--- config.mk ---
export PLATFORM = sky130hd
export DESIGN_NAME = user_event_queue
export DESIGN_NICKNAME = d
export VERILOG_FILES = /design/src/rtl/user_input_pkg.sv /design/src/rtl/user_event_queue_button_debounce.sv /design/src/rtl/user_event_queue.sv
export VERILOG_INCLUDE_DIRS = /design/src /design/src/rtl
export SDC_FILE = /design/constraint.sdc
export NUM_CORES = 1
export LEC_CHECK = 0
export BUFFER_PORTS_ARGS = -buffer_cell sky130_fd_sc_hd__buf_4
export CAP_MARGIN = 15
export CELL_PAD_IN_SITES_DETAIL_PLACEMENT = 1
export CELL_PAD_IN_SITES_GLOBAL_PLACEMENT = 2
export CORE_UTILIZATION = 44
export CTS_CLUSTER_SIZE = 10
export DETAILED_ROUTE_END_ITERATION = 7
export PLACE_DENSITY_LB_ADDON = 0.1
export SKIP_CTS_REPAIR_TIMING = 1
export SYNTH_ARGS = -nofsm -noshare
export SYNTH_HDL_FRONTEND = slang
export SYNTH_SLANG_ARGS = --single-unit
--- constraint.sdc ---
create_clock -name clk_i -period 3.8 [get_ports clk_i]
set_input_delay 0.57 -clock clk_i [delete_from_list [all_inputs] [get_ports clk_i]]
set_output_delay 0.57 -clock clk_i [all_outputs]
set_load 0.1 [all_outputs]
--- src/rtl/defs.vh ---
// Game event codes shared by the input front end and main_game_logic.
`ifndef DEFS_VH
`define DEFS_VH
`define EV_NONE   3'd0
`define EV_LEFT   3'd1
`define EV_RIGHT  3'd2
`define EV_DOWN   3'd3
`define EV_ROTATE 3'd4
`define EV_ENTER  3'd5
`endif

--- src/rtl/user_input_pkg.sv ---
// Button indices, arbitration priority and button-to-event mapping for the
// player input front end.
`include "defs.vh"

package user_input_pkg;

  localparam int unsigned BTN_LEFT   = 0;
  localparam int unsigned BTN_RIGHT  = 1;
  localparam int unsigned BTN_DOWN   = 2;
  localparam int unsigned BTN_ROTATE = 3;
  localparam int unsigned BTN_ENTER  = 4;
  localparam int unsigned BTN_CNT    = 5;

  typedef logic [2:0] ev_code_t;

  // Highest priority first.
  localparam int unsigned PRIO_ORDER [BTN_CNT] = '{BTN_ENTER, BTN_ROTATE, BTN_DOWN,
                                                   BTN_LEFT, BTN_RIGHT};

  function automatic ev_code_t btn_to_ev(input int unsigned idx);
    case (idx)
      BTN_LEFT:   return `EV_LEFT;
      BTN_RIGHT:  return `EV_RIGHT;
      BTN_DOWN:   return `EV_DOWN;
      BTN_ROTATE: return `EV_ROTATE;
      BTN_ENTER:  return `EV_ENTER;
      default:    return `EV_NONE;
    endcase
  endfunction

endpackage

--- src/rtl/user_event_queue_button_debounce.sv ---
// button_debounce: 2-FF synchroniser, consecutive-cycle debounce counter and a
// one-cycle pulse on the debounced rising edge.
module button_debounce #(
  parameter int unsigned DEBOUNCE_TICKS = 16
) (
  input  logic clk_i,
  input  logic rst_i,
  input  logic btn_i,
  output logic level_o,
  output logic press_o
);

  localparam int unsigned CntW = $clog2(DEBOUNCE_TICKS + 1);

  logic            sync1_q, sync2_q;
  logic            level_q, level_d;
  logic            prev_q;
  logic [CntW-1:0] cnt_q, cnt_d;

  // Any agreement with the current level restarts the count.
  always_comb begin
    cnt_d   = '0;
    level_d = level_q;
    if (sync2_q != level_q) begin
      if (cnt_q == CntW'(DEBOUNCE_TICKS - 1)) begin
        level_d = ~level_q;
      end else begin
        cnt_d = cnt_q + 1'b1;
      end
    end
  end

  always_ff @(posedge clk_i or posedge rst_i) begin
    if (rst_i) begin
      sync1_q <= 1'b0;
      sync2_q <= 1'b0;
      level_q <= 1'b0;
      prev_q  <= 1'b0;
      cnt_q   <= '0;
    end else begin
      sync1_q <= btn_i;
      sync2_q <= sync1_q;
      level_q <= level_d;
      prev_q  <= level_q;
      cnt_q   <= cnt_d;
    end
  end

  assign level_o = level_q;
  assign press_o = level_q & ~prev_q;

endmodule

--- src/rtl/user_event_queue.sv ---
// user_event_queue: debounced button presses -> pending bits -> priority arbiter
// -> show-ahead event FIFO. Define USER_EVENT_AUTOREPEAT_EN for L/R/DOWN auto-repeat.
`include "defs.vh"

module user_event_queue
  import user_input_pkg::*;
#(
  parameter int unsigned DEBOUNCE_TICKS = 16,
  parameter int unsigned FIFO_DEPTH     = 8,
  parameter int unsigned REPEAT_DELAY   = 1024,
  parameter int unsigned REPEAT_PERIOD  = 256
) (
  input  logic               clk_i,
  input  logic               rst_i,
  input  logic [BTN_CNT-1:0] btn_i,
  output logic [2:0]         user_event_o,
  output logic               user_event_ready_o,
  input  logic               user_event_rd_req_i,
  output logic               overflow_o
);

  localparam int unsigned PtrW = $clog2(FIFO_DEPTH);
  localparam int unsigned CntW = PtrW + 1;

  logic [BTN_CNT-1:0] level, press, rep, ev;
  logic [BTN_CNT-1:0] pend_q, pend_d, grant;
  logic               overflow_q, overflow_d;
  logic               push, pop, full, empty;
  ev_code_t           push_code;
  ev_code_t           mem_q [FIFO_DEPTH];
  logic [PtrW-1:0]    wr_q, rd_q;
  logic [CntW-1:0]    cnt_q, cnt_d;

  for (genvar i = 0; i < BTN_CNT; i++) begin : g_btn
    button_debounce #(
      .DEBOUNCE_TICKS(DEBOUNCE_TICKS)
    ) u_debounce (
      .clk_i  (clk_i),
      .rst_i  (rst_i),
      .btn_i  (btn_i[i]),
      .level_o(level[i]),
      .press_o(press[i])
    );
  end

`ifdef USER_EVENT_AUTOREPEAT_EN
  // LEFT, RIGHT and DOWN occupy the low button indices.
  localparam int unsigned RepCnt  = BTN_DOWN + 1;
  localparam int unsigned HoldMax = (REPEAT_DELAY > REPEAT_PERIOD) ? REPEAT_DELAY : REPEAT_PERIOD;
  localparam int unsigned HoldW   = $clog2(HoldMax + 1);

  logic [HoldW-1:0]  hold_q [RepCnt];
  logic [HoldW-1:0]  hold_d [RepCnt];
  logic [RepCnt-1:0] period_q, period_d;

  // hold counts cycles since the press; after the first repeat it restarts at 1
  // and targets REPEAT_PERIOD instead of REPEAT_DELAY.
  always_comb begin
    rep = '0;
    for (int i = 0; i < RepCnt; i++) begin
      hold_d[i]   = '0;
      period_d[i] = 1'b0;
      if (level[i]) begin
        rep[i]      = hold_q[i] == (period_q[i] ? HoldW'(REPEAT_PERIOD) : HoldW'(REPEAT_DELAY));
        hold_d[i]   = rep[i] ? HoldW'(1) : hold_q[i] + 1'b1;
        period_d[i] = period_q[i] | rep[i];
      end
    end
  end

  always_ff @(posedge clk_i or posedge rst_i) begin
    if (rst_i) begin
      for (int i = 0; i < RepCnt; i++) hold_q[i] <= '0;
      period_q <= '0;
    end else begin
      for (int i = 0; i < RepCnt; i++) hold_q[i] <= hold_d[i];
      period_q <= period_d;
    end
  end

  logic unused_level;
  assign unused_level = ^level[BTN_CNT-1:RepCnt];
`else
  assign rep = '0;

  logic unused_cfg;
  assign unused_cfg = ^{level, 32'(REPEAT_DELAY), 32'(REPEAT_PERIOD)};
`endif

  assign ev    = press | rep;
  assign empty = (cnt_q == '0);
  assign full  = (cnt_q == CntW'(FIFO_DEPTH));
  assign pop   = user_event_rd_req_i & ~empty;

  // A pop frees a slot in the same edge, so a full FIFO can still accept a grant.
  always_comb begin
    grant = '0;
    if (!full || pop) begin
      for (int p = BTN_CNT - 1; p >= 0; p--) begin
        if (pend_q[PRIO_ORDER[p]]) begin
          grant                 = '0;
          grant[PRIO_ORDER[p]]  = 1'b1;
        end
      end
    end
    push      = |grant;
    push_code = `EV_NONE;
    for (int i = 0; i < BTN_CNT; i++) begin
      if (grant[i]) push_code = btn_to_ev(i);
    end
    pend_d     = (pend_q & ~grant) | ev;
    overflow_d = overflow_q | (|(ev & pend_q));
    cnt_d      = cnt_q;
    if (push && !pop) begin
      cnt_d = cnt_q + 1'b1;
    end else if (pop && !push) begin
      cnt_d = cnt_q - 1'b1;
    end
  end

  always_ff @(posedge clk_i or posedge rst_i) begin
    if (rst_i) begin
      pend_q     <= '0;
      overflow_q <= 1'b0;
      wr_q       <= '0;
      rd_q       <= '0;
      cnt_q      <= '0;
    end else begin
      pend_q     <= pend_d;
      overflow_q <= overflow_d;
      cnt_q      <= cnt_d;
      if (push) wr_q <= wr_q + 1'b1;
      if (pop)  rd_q <= rd_q + 1'b1;
    end
  end

  always_ff @(posedge clk_i) begin
    if (push) mem_q[wr_q] <= push_code;
  end

  assign user_event_o       = empty ? `EV_NONE : mem_q[rd_q];
  assign user_event_ready_o = ~empty;
  assign overflow_o         = overflow_q;

endmodule

## Word level (Yosys, flattened, before mapping)

Memories as Yosys holds them, arrays and structs flattened.
Index checks and enable logic that the tools add are counted.
Widths: inputs -> output; s select.

| storage, ports and cells | value |
|---|---|
| flip-flop bits (word level) | 61 |
| latch bits | 0 |
| RAM bits | 24 |
| ROM bits | 0 |
| input port bits | 8 |
| output and inout port bits | 5 |
| memories kept | 1 |

| cells by class | value |
|---|---|
| add/sub/neg operators | 9 |
| multipliers | 0 |
| div/mod/pow operators | 0 |
| $lt $le $gt $ge | 0 |
| equal/unequal tests | 11 |
| shift-type cells | 0 |
| mux-type cells | 26 |
| bitwise logic cells | 22 |
| reductions and logical operators | 15 |

Memory list:

| memory | depth | width | rd ports | clocked after memory_dff | wr ports | RTL line | text |
|---|---|---|---|---|---|---|---|
| mem_q | 8 | 3 | 1 | 0 | 1 | user_event_queue.sv:30 | `ev_code_t mem_q [FIFO_DEPTH];` |

Operators by type and width:

| cell | count |
|---|---|
| $mux 5 | 15 |
| $add 5x1->5 const B | 5 |
| $eq 5x4->1 const B | 5 |
| $mux 3 | 5 |
| $not 1->1 | 11 |
| $and 5x5->5 | 2 |
| $reduce_and 2->1 | 5 |
| $reduce_or 5->1 | 2 |
| $mux 4 | 2 |
| $add 3x1->3 const B | 2 |
| $and 1x1->1 | 6 |
| $ne 1x1->1 | 5 |
| $not 5->5 | 1 |
| $or 5x5->5 | 1 |
| $add 4x1->4 const B | 1 |
| $eq 4x4->1 const B | 1 |
| $logic_not 4->1 | 1 |
| $sub 4x1->4 const B | 1 |
| $logic_not 1->1 | 3 |
| $mux 1 | 3 |
| $logic_and 1x1->1 | 2 |
| $mux 2 | 1 |
| $reduce_bool 2->1 | 1 |
| $logic_or 1x1->1 | 1 |
| $or 1x1->1 | 1 |

## Logic depth before layout (Yosys ltp)

| logic depth | value |
|---|---|
| depth in word-level cells | 11 |
| gate-level depth with buffers | 10 |

## Cells and area by module

Synthesis repeated with hierarchy kept, for this count alone.

| unflattened totals | value |
|---|---|
| cell total of the unflattened synthesis | 261 |
| area total of the unflattened synthesis | 3580.9 sq um |

By module, submodules not included:

| module | times used | cells an instance | area an instance (sq um) | seq. area each (sq um) |
|---|---|---|---|---|
| user_event_queue | 1 | 131 | 1866.8 | 1121.1 |
| button_debounce | 5 | 26 | 342.8 | 225.2 |

## Worst setup path after synthesis

Ideal clock, no wire load.

| timing | value |
|---|---|
| path kind | register -> register |
| start point | register cnt_q[0] |
| end point | register cnt_q[3] |
| setup time | 0.137 ns |
| data arrival time | 2.721 ns |
| path slack | 0.942 ns |
| cell stages (with the launch flop) | 10 |
| period minus slack after synthesis | 2.858 ns |
| cells stage by stage | dfrtp_1 or4_1 buf_2 nand2_1 ha_1 inv_1 ha_1 or4_1 nand3_1 o221ai_1 |

| on the way | value |
|---|---|
| cells in the longest elaborated chain, start to end | 9 |

Ends and longest elaborated chain:

| what | RTL line | text |
|---|---|---|
| from (decl) | user_event_queue.sv:32 | `logic [CntW-1:0] cnt_q, cnt_d;` |
| from (signal assigned) | user_event_queue.sv:131 | `cnt_q <= cnt_d;` |
| $logic_not 4->1 * | user_event_queue.sv:91 | `assign empty = (cnt_q == '0);` |
| $not 1->1 * | n/a |  |
| named net user_event_ready_o | user_event_queue.sv:17 | `output logic user_event_ready_o,` |
| $and 1x1->1 * | user_event_queue.sv:93 | `assign pop = user_event_rd_req_i & ~empty;` |
| $logic_or 1x1->1 | user_event_queue.sv:98 | `if (!full \|\| pop) begin` |
| $mux 5 | user_event_queue.sv:98 |  |
| $reduce_or 5->1 | user_event_queue.sv:106 | `push = \|grant;` |
| $logic_not 1->1 | user_event_queue.sv:116 | `end else if (pop && !push) begin` |
| $logic_and 1x1->1 | user_event_queue.sv:116 |  |
| $reduce_bool 2->1 (no line) | n/a |  |

Mark *: on every way through the listed nets, which the timed path passes. The rest lies on a longest branch. The select of a mux whose other input is x is not followed.
A chain may end at the register's enable or synchronous reset.

## Worst setup path in the final report

| timing | value |
|---|---|
| start point | register cnt_q[0] |
| end point | register cnt_q[3] |

| on the way | value |
|---|---|
| cells in the longest elaborated chain, start to end | 9 |

Ends and longest elaborated chain:

| what | RTL line | text |
|---|---|---|
| $logic_not 4->1 | user_event_queue.sv:91 |  |
| $not 1->1 | user_event_queue.sv:93 |  |
| $and 1x1->1 | user_event_queue.sv:93 |  |
| $logic_or 1x1->1 * | user_event_queue.sv:98 |  |
| $mux 5 * | user_event_queue.sv:98 |  |
| $reduce_or 5->1 * | user_event_queue.sv:106 |  |
| named net push | user_event_queue.sv:28 | `logic push, pop, full, empty;` |
| $logic_not 1->1 | user_event_queue.sv:116 |  |
| $logic_and 1x1->1 | user_event_queue.sv:116 |  |
| $reduce_bool 2->1 (no line) | n/a |  |

Marked as above.

==> run summary <==
H-Tree Depth - 3
Worst Hold End - g_btn[3].u_debounce.sync1_q$_DFF_PP0_
Fillers - 788
Tmin final - 2.94 ns
vias in the first global route - 2,090
CTS Root Cell - clkbuf_8
DRT Wirelength - 5.82 mm
worst min path class - in -> reg
area grow syn2layout - 10.6%
global-route wire length before repair - 10.2 mm
Final Wtd Congestion - 0.725
outcome - finished clean
R2R setup slack - 0.86 ns
top_reg_cell synth - dfrtp_1
CTS tree - built
initial antenna violation count - 0
1st-pass router iterations - 4
pwr dens - 549 nW/um^2
Pleak - 1.70 nW
DR DRC count - 0
Slew Limit Fails - 0
number of synthesized flops with an enable pin - 24
Crit. End Element - flop
FF+latch area - 2250 um^2
final cell count without fillers - 381
Worst Path Required - 4.01 ns
Core Box Area - 7730 um^2
mux cell area share after synthesis - 6.80%
fraction of layout cells with a size suffix above 1 - 16.8%
pin count of the biggest net entering global routing - 39
Startpoint Class - flop
Syn Nets - 275
Via density - 5.10
Worst-path clk slew - 0.09 ns
post-synthesis adder-cell area fraction - 4.13%
clk sinks - 85
Synth Area in Simple Gates - 11.5%
nets - 293
endpoints failing hold - 0
critical path data arrival time - 3.16 ns
register area share after synthesis - 64.0%
asr flop ratio synth - 71.8%
top cell type's share of synthesized area - 43.4%
die area - 8350 um^2
Area contributors post-synth - dfrtp_1 (43%), edfxtp_1 (21%), mux4_2 (3.8%)
Rel. slew slack - 48.4%
Rows - 32
# IOs - 13
hold path depth - 1
area of the multi-input gates - 1190 um^2
gr ovfl total - 0
Synth Warn # - 0
f_max - 340 MHz
Final Cycle Share - 77.5%
hold wc startpoint - btn_i[3]
Antenna Nets Post-Route - 0
Fin Setup TNS - 0 ns
CTS Buf Count - 9
Avg Cell Area, Syn - 13.7 um^2
crit path launch - cnt_q[0]$_DFFE_PP0P_
drt wl/cell - 15.3 um
VDD IR max - 0.000233 V
Worst R2R Path Depth - 9
post-DP HPWL - 4.09 mm
Worst Skew - 0.00908 ns
die width - 91.4 um
gr usage total - 16.0%
worst-path fanout max - 8
cell taking the most area after synthesis - dfrtp_1
Post-Synthesis Cells - 256
Die Span Y - 91.4 um
Max Cap Viol - 0
Reg-to-Reg Start - cnt_q[0]$_DFFE_PP0P_
Port Buffers - 12
reg2reg end - cnt_q[3]$_DFFE_PP0P_
Clock Latency Late Sink - 0.34 ns
distinct cell type count after synthesis - 45
largest family of logic cells by synthesized area - simple AND/OR/NAND/NOR gates
via count - 1,942
Synth Area in Compound Gates - 6.37%
CTS Buffer Depth - 2
final setup fails - 0
initial DRC count - 78
Worst Tran Pin Value - 0.774 ns
unrepaired setup endpoints after global routing - no
number of instances in the placed design - 365
Inserted Diodes - 0
Post-Syn Area - 3510 um^2
CP Class - reg -> reg
XOR/XNOR share of the synthesized area - 5.24%
#FFs+latches synth - 85
Starting Density - 45.5%
-- stage by stage --
stage	worst slack (ns)	cell area, um^2	hold WS (ns)	total power [W]	util [%]
2_1_floorplan	0.942	3510	0.331	0.00150	-
3_3_place_gp	0.885	3710	0.335	0.00159	48.0
3_5_place_dp	0.794	3710	0.336	0.00160	48.0
4_1_cts	0.824	3880	0.308	0.00217	50.3
5_1_grt	0.665	3880	0.306	0.00225	50.3
6_report	0.855	3880	0.327	0.00213	50.3
-- registers in the layout (all words and copies together), names as in the netlist --
signal,flops
mem_q,24
overflow_o,1
g_btn.u_debounce.sync1_q,5
wr_q,3
g_btn.u_debounce.level_o,5
g_btn.u_debounce.prev_q,5
rd_q,3
g_btn.u_debounce.cnt_q,25
cnt_q,4
g_btn.u_debounce.sync2_q,5
pend_q,5
-- cell families after synthesis --
| logic type | Yosys count |
|---|---|
| fa+ha+maj | 11 |
| compound gates | 29 |
| mux | 15 |
| flops | 85 |
| buf+inv | 17 |
| xor+xnor | 21 |
| simple gates | 78 |
-- how the worst max path moves through the flow --
stage                                end  slack, ns
CTS                 cnt_q[3]$_DFFE_PP0P_       0.82
global route        cnt_q[3]$_DFFE_PP0P_       0.67
floorplan           cnt_q[3]$_DFFE_PP0P_       0.94
finish              cnt_q[3]$_DFFE_PP0P_       0.86
detailed placement  cnt_q[3]$_DFFE_PP0P_       0.79
global placement    cnt_q[3]$_DFFE_PP0P_       0.89
-- cell usage in the layout, fill, tap and decap left out, types with 5 or more instances in the layout --
cell type	Yosys	final
edfxtp_1	24	24
a22o_1	5	5
inv_1	11	10
mux2_2	7	7
o21ai_0	7	7
and3_1	5	5
ha_1	10	10
buf_4	1	13
mux4_2	6	6
and2_1	7	7
dfrtp_1	61	61
xnor2_1	6	6
xor2_1	15	15
clkbuf_8	0	9
nor2_1	28	28
nand3_1	13	13
-- metal layers --
layer,routed length (um),GRT usage (%)
met1,2850,21.9
met2,2720,24.9
met3,140,3.02
met4,106,7.14
met5,0,0
-- Yosys cell counts, drive strengths merged (2+ instances only) --
| cell | count |
|---|---|
| or3 | 4 |
| nor3 | 4 |
| nand3 | 13 |
| buf | 4 |
| o21ai | 7 |
| mux2 | 8 |
| a22o | 6 |
| ha | 10 |
| dfrtp | 61 |
| a21oi | 2 |
| nand3b | 3 |
| nand2b | 4 |
| or4 | 3 |
| o221ai | 3 |
| nor2 | 28 |
| xnor2 | 6 |
| mux4 | 6 |
| nor2b | 2 |
| nand2 | 3 |
| edfxtp | 24 |
| and2 | 7 |
| and3 | 5 |
| clkbuf | 2 |
| a21o | 2 |
| xor2 | 15 |
| inv | 11 |
-- cell type report --
cell class                      count  area share (%)
Clock buffer                       10            3.29
Timing Repair Buffer               13            2.51
Inverter                           11            1.06
Clock inverter                      6            1.26
Tap cell                          102            3.29
Sequential cell                    85            57.8
Multi-Input combinational cell    154            30.8
-- power by group --
| part | internal, W | switching, W |
|---|---|---|
| Combinational | 0.000185 | 0.000299 |
| Clock | 0.000243 | 0.000321 |
| Sequential | 0.000995 | 0.0000906 |
-- worst max-delay path, cell delays in order (launching register included) --
cell and delay (ns):
dfrtp_1 0.45, or3_1 0.54, o22ai_4 0.33, inv_1 0.09
ha_1 0.26, inv_1 0.15, ha_1 0.31, or4_1 0.49
nand3_1 0.10, o221ai_1 0.11
(Power assumes the default switching activity.)
